--- config.mk ---
export PLATFORM = sky130hd
export DESIGN_NAME = ttl_dff_bank
export DESIGN_NICKNAME = d
export VERILOG_FILES = /design/src/rtl/ttl_dff_bank.sv
export SDC_FILE = /design/constraint.sdc
export NUM_CORES = 1
export LEC_CHECK = 0
export ABC_AREA = 1
export ABC_CLOCK_PERIOD_IN_PS = 950
export CAP_MARGIN = 15
export CORE_AREA = 3 3 40 42
export CTS_CLUSTER_DIAMETER = 60
export DETAILED_ROUTE_END_ITERATION = 10
export DIE_AREA = 0 0 43 45
export HOLD_SLACK_MARGIN = 0.12
export MAX_ROUTING_LAYER = met4
export RECOVER_POWER = 25
export SYNTH_ARGS = -nofsm -noshare
export SYNTH_HDL_FRONTEND = slang
export SYNTH_SLANG_ARGS = --single-unit
--- constraint.sdc ---
create_clock -name CLK -period 0.95 [get_ports CLK]
set_input_delay 0.2375 -clock CLK [delete_from_list [all_inputs] [get_ports CLK]]
set_output_delay 0.2375 -clock CLK [all_outputs]
set_load 0.02 [all_outputs]
--- src/rtl/ttl_dff_bank.sv ---
// ttl_dff_bank: WIDTH independent '74-style D flip-flops with active-low
// preset/clear, all running on one system clock. Each channel's TTL clock
// pin is sampled and edge-detected instead of being used as a clock.
// Optional macro TTL_DFF_BANK_SYNC_EN adds a two-flop synchroniser on
// TCLK, D, nPRE and nCLR (+2 CLK latency, identical on every input path).
module ttl_dff_bank #(
    parameter int               WIDTH = 2,
    parameter logic [WIDTH-1:0] INIT  = '0
) (
    input  logic             CLK,
    input  logic             RST,
    input  logic [WIDTH-1:0] TCLK,
    input  logic [WIDTH-1:0] D,
    input  logic [WIDTH-1:0] nPRE,
    input  logic [WIDTH-1:0] nCLR,
    output logic [WIDTH-1:0] Q,
    output logic [WIDTH-1:0] nQ,
    output logic [WIDTH-1:0] EDGE
);

    // Inputs as seen by the edge/override logic.
    logic [WIDTH-1:0] tclk_s, d_s, npre_s, nclr_s;

`ifdef TTL_DFF_BANK_SYNC_EN
    logic [WIDTH-1:0] tclk_q1, tclk_q2, d_q1, d_q2;
    logic [WIDTH-1:0] npre_q1, npre_q2, nclr_q1, nclr_q2;

    // Two-flop synchronisers; reset values keep the core idle (TCLK high so
    // no spurious edge, overrides released, data low).
    always_ff @(posedge CLK) begin
        if (RST) begin
            tclk_q1 <= '1;
            tclk_q2 <= '1;
            d_q1    <= '0;
            d_q2    <= '0;
            npre_q1 <= '1;
            npre_q2 <= '1;
            nclr_q1 <= '1;
            nclr_q2 <= '1;
        end else begin
            tclk_q1 <= TCLK;
            tclk_q2 <= tclk_q1;
            d_q1    <= D;
            d_q2    <= d_q1;
            npre_q1 <= nPRE;
            npre_q2 <= npre_q1;
            nclr_q1 <= nCLR;
            nclr_q2 <= nclr_q1;
        end
    end

    assign tclk_s = tclk_q2;
    assign d_s    = d_q2;
    assign npre_s = npre_q2;
    assign nclr_s = nclr_q2;
`else
    assign tclk_s = TCLK;
    assign d_s    = D;
    assign npre_s = nPRE;
    assign nclr_s = nCLR;
`endif

    logic [WIDTH-1:0] tprev_q;
    logic [WIDTH-1:0] q_q, q_d;
    logic [WIDTH-1:0] nq_q, nq_d;
    logic [WIDTH-1:0] edge_q, edge_d;
    // Set while a channel sits in the both-low (Q=nQ=1) state, so the first
    // released cycle can restore nQ to 0.
    logic [WIDTH-1:0] inval_q, inval_d;
    logic [WIDTH-1:0] rise;

    assign rise = tclk_s & ~tprev_q;

    // Per-channel next state: overrides first, then captured edge, then hold.
    always_comb begin
        q_d     = q_q;
        nq_d    = nq_q;
        edge_d  = '0;
        inval_d = '0;
        for (int i = 0; i < WIDTH; i++) begin
            if (!npre_s[i] && !nclr_s[i]) begin
                q_d[i]     = 1'b1;
                nq_d[i]    = 1'b1;
                inval_d[i] = 1'b1;
            end else if (!npre_s[i]) begin
                q_d[i]  = 1'b1;
                nq_d[i] = 1'b0;
            end else if (!nclr_s[i]) begin
                q_d[i]  = 1'b0;
                nq_d[i] = 1'b1;
            end else if (rise[i]) begin
                q_d[i]    = d_s[i];
                nq_d[i]   = ~d_s[i];
                edge_d[i] = 1'b1;
            end else if (inval_q[i]) begin
                // Q is already 1 from the both-low state; only nQ recovers.
                nq_d[i] = 1'b0;
            end
        end
    end

    // State register; tprev tracks TCLK every cycle, even during overrides,
    // so edges seen under an override are discarded rather than deferred.
    always_ff @(posedge CLK) begin
        if (RST) begin
            tprev_q <= '1;
            q_q     <= INIT;
            nq_q    <= ~INIT;
            edge_q  <= '0;
            inval_q <= '0;
        end else begin
            tprev_q <= tclk_s;
            q_q     <= q_d;
            nq_q    <= nq_d;
            edge_q  <= edge_d;
            inval_q <= inval_d;
        end
    end

    assign Q    = q_q;
    assign nQ   = nq_q;
    assign EDGE = edge_q;

endmodule

# [Word-level counts from Yosys, hierarchy flattened]
# Cells that the tools add are included.
[totals] memories=0 elab_cells=50 output_inout_bits=6 latchBits=0 ramBits=0 input_bits=10 regBits=10 mem_bits_ro=0
[op_classes] mux=20 reduce_logical=10 n_eq_ne=4 n_shift=0 div_mod_pow=0 n_lt_le_gt_ge=0 bitwise_logic=8 mul=0 addsub=0
[ops] cell="1-bit two-way mux" count=20
[ops] cell="4-bit by 2-bit inequality test with 1-bit output, second input constant" count=4
[ops] cell="4-bit OR reduction" count=2
[ops] cell="1-bit inverter" count=6
[ops] cell="1-bit zero test" count=4
[ops] cell="2-bit OR reduction" count=2
[ops] cell="2-bit AND" count=1
[ops] cell="1-bit logical AND" count=2
[ops] cell="2-bit inverter" count=1

# [Longest topological paths before layout]
[logic_depth] word_depth=6 depth_mapped=5 ltp_nobuf=5

# [Least setup slack after synthesis]
# No wires, ideal clock.
[synth_timing] path_kind="input port to flip-flop" from="input RST" to="register tprev_q[1]" cell_stages=2 path_buffers=1 t_arrival_ps=625 slack_ps=202 path_cell_list="buf_6 or2_2"
[synth_rtl] element="from (decl)" line="11" source="input logic RST,"
[synth_rtl] element="to (signal assigned)" line="112" source="tprev_q <= tclk_s;"
[synth_rtl] element="to (decl)" line="63" source="logic [WIDTH-1:0] tprev_q;"
# No word-level cell between the ends.

# [Worst setup path in the final report]
[layout_timing] from="register nq_q[0], in the netlist nQ[0]" to="output nQ[0]"
[layout_rtl] element="from (decl)" line="65" source="logic [WIDTH-1:0] nq_q, nq_d;"
[layout_rtl] element="from (signal assigned)" line="108" source="nq_q <= ~INIT;"
[layout_rtl] element="from (signal assigned)" line="114" source="nq_q <= nq_d;"
[layout_rtl] element="to (decl)" line="17" source="output logic [WIDTH-1:0] nQ,"
# No word-level cell between the ends.

==> run_results.csv <==
group,metric,value,unit
clock_network,insertion_delay,0.25,ns
die,rows,13,
clock_network,cts_root_buf,"clkbuf_4",
logic_synthesis,ys.flop_type,"dfxtp_1",
setup_path,worst-path-buf-inv,1,
hold_path,min_path_type,"in2reg",
grt,antenna_found_initial,0,
logic_synthesis,synthTopCellsByCount,"nand2_1, dfxtp_1",
routing,drc,0,
logic_synthesis,synth_area_leaders,"dfxtp_1, nand2_1, nand3_1",
clock_network,cts_setup_buffers,0,
pwr,power_density,1373,nW/um^2
setup_path,cp.arrival,0.70,ns
die,die_w,43,um
cells_and_area,antenna_cells,0,
logic_synthesis,synth-compound-area-share,4.255,%
setup_path,critPathCaptureType,"output port",
timing,drv_slew,0,
cells_and_area,ff_latch_area,207.7,um^2
logic_synthesis,syn_area,411.6,um^2
timing,setup_viol,0,
setup_path,path_delay_family,"flip-flops",
die,io_pins,16,
status,status,"completed",
grt,grt_pass1_vias,333,
die,coreArea,1285,um^2
logic_synthesis,yosys.area.top_type,"dfxtp_1",
die,die_area,1935,um^2
placed_design,finalWeightedCongestion,0.8044,
timing,timing.fmax,1070,MHz
cells_and_area,nNetsFinal,86,
pwr,ir_drop,752.2,uV
grt,grt_overflow,0,
setup_path,slowest_delay,0.34,ns
setup_path,cp_max_fo,2,
cells_and_area,area_delta_synth_final,58.97,%
logic_synthesis,synth_xor_xnor_area_share,0,%
timing,finClkSkew,0.003724,ns
pwr,p_leak,0.0003153,uW
logic_synthesis,ys_warn_count,0,
cells_and_area,drive_above_1_share,43.24,%
routing,initialDrtViolationCount,4,
logic_synthesis,synth_top_area_share,48.63,%
timing,max_slew_margin,86.95,%
grt,grt_pass1_wl,1331,um
clock_network,hold_buffers,0,
clock_network,cts_buffers,3,
cells_and_area,fillers,128,
grt,grt_use_total,10.34,%
timing,min_period_over_period,98.35,%
clock_network,cts_buffer_depth,2,
clock_network,cts.repair.resized,40,
clock_network,cts_tree,"done",
logic_synthesis,synth_edf_count,0,
timing,min_period,0.9343,ns
placed_design,port-buffer-count,15,
logic_synthesis,synth_fp_nets,61,
placed_design,dp_hpwl,636,um
setup_path,crit_required,0.71,ns
logic_synthesis,synth_async_sr_flop_share,0,%
timing,worst_pin_slew,0.1958,ns
cells_and_area,final_cell_area,654.4,um^2
logic_synthesis,yosysMostFrequentCell,"nand2_1",
routing,post_drt_wl_per_cell,9.034,um
logic_synthesis,synth_top_family_by_area,"simple AND/OR/NAND/NOR gates",
job,drv_cap,0,
cells_and_area,multi_input_area,180.2,um^2
routing,viasPerCell,4.258,
logic_synthesis,ys_types,13,
clock_network,cts.clk_slew.worst_paths,0.06,ns
logic_synthesis,synth-simple-area-share,38.30,%
logic_synthesis,syn_avg_cell_area,8.071,um^2
setup_path,critPathKind,"reg2out",
logic_synthesis,yosysSeqAreaShare,48.63,%
logic_synthesis,synthAdderAreaFrac,0,%
routing,wl,804,um
timing,grt_setup_unrepaired,"yes",
die,start_util,32.04,%
setup_path,path_cells,"buf_6",
logic_synthesis,synthCells,51,
timing,hold_violations,0,
routing,detail-route-antenna-nets,0,
setup_path,critPathLaunchType,"flip-flop",
routing,drtPass1Iterations,2,
timing,setup_tns,0,ns
routing,vias,379,
die,die_h,45,um
clock_network,htree_levels,1,
placed_design,postPlaceCellArea,614.3,um^2
clock_network,cts.sinks,10,
grt,grt_max_degree,6,
logic_synthesis,synth_seq_cells,10,
setup_path,slowest_stage,"dfxtp_2",
logic_synthesis,synthMuxAreaShare,0,%
-- final cells by class --
cell class,instances,area share (%)
clock buffers,3,3.442
inverters,6,3.824
multi-input cells,34,27.53
flip-flops and latches,10,31.74
well taps,15,2.868
repair buffers,21,30.59
-- cell usage in the layout, fill, tap and decap left out --
master           netlist  routed
buf_6                  1       6
inv_1                  4       4
clkbuf_4               0       4
dlygate4sd2_1          0       3
clkinv_2               2       2
nor2_1                 4       4
a21oi_2                2       2
dfxtp_2                0       6
buf_4                  0       4
dfxtp_1               10       4
or2_2                  2       2
nand4_1                2       2
nand3_2                2       2
dlymetal6s2s_1         0       2
nand3_1                4       4
nand2_1               12      10
nand2_2                2       4
clkbuf_1               0       1
clkdlybuf4s50_1        0       4
nor3_1                 4       4
-- layer usage --
layer | track usage, % | share of wire (%) | up-vias
li1 | - | - | 211
met1 | 10.73 | 47 | 158
met2 | 14.67 | 47 | 8
met3 | 7.171 | 4.5 | 2
met4 | 5.422 | 2.0 | 0
met5 | - | 0 | -
-- path summary, 6_finish.rpt --
kind / startpoint / end / slack (ns) / cells past startpoint
hold / removal: RST / tprev_q[0] / 0.30 / 2
setup / recovery: nQ[0] / nQ[0] / 0.02 / 1
setup reg to reg: tprev_q[0] / nQ[0] / 0.20 / 5
hold reg to reg: nQ[1] / nQ[1] / 0.51 / 2
-- report_power, final --
group	total [uW]	internal, uW	switching, uW
registers	456	445	11.1
logic	179	94.9	83.7
clock network	264	145	119
total	899	685	214
-- flip-flops by register name, indices dropped and copies added (netlist names) --
| signal | cells |
|---|---|
| Q | 2 |
| tprev_q | 2 |
| inval_q | 2 |
| EDGE | 2 |
| nQ | 2 |
-- cell families after synthesis --
group           after synthesis
compound gates                2
simple gates                 32
buf+inv                       7
flops                        10
-- through the flow --
stage	std cells	power [uW]	utilization [%]	setup WS [ns]	hold slack, ns
2_1_floorplan	51	539.9	-	0.2019	0.3143
3_3_place_gp	86	641.8	47.81	-0.2799	0.5056
3_5_place_dp	86	641.5	47.81	-0.2827	0.4987
4_1_cts	89	919.2	49.46	0.001643	0.3853
5_1_grt	89	970.6	50.93	-0.03394	0.3183
6_report	89	898.8	50.93	0.01566	0.3009
Power figures use the tool's default switching activity.
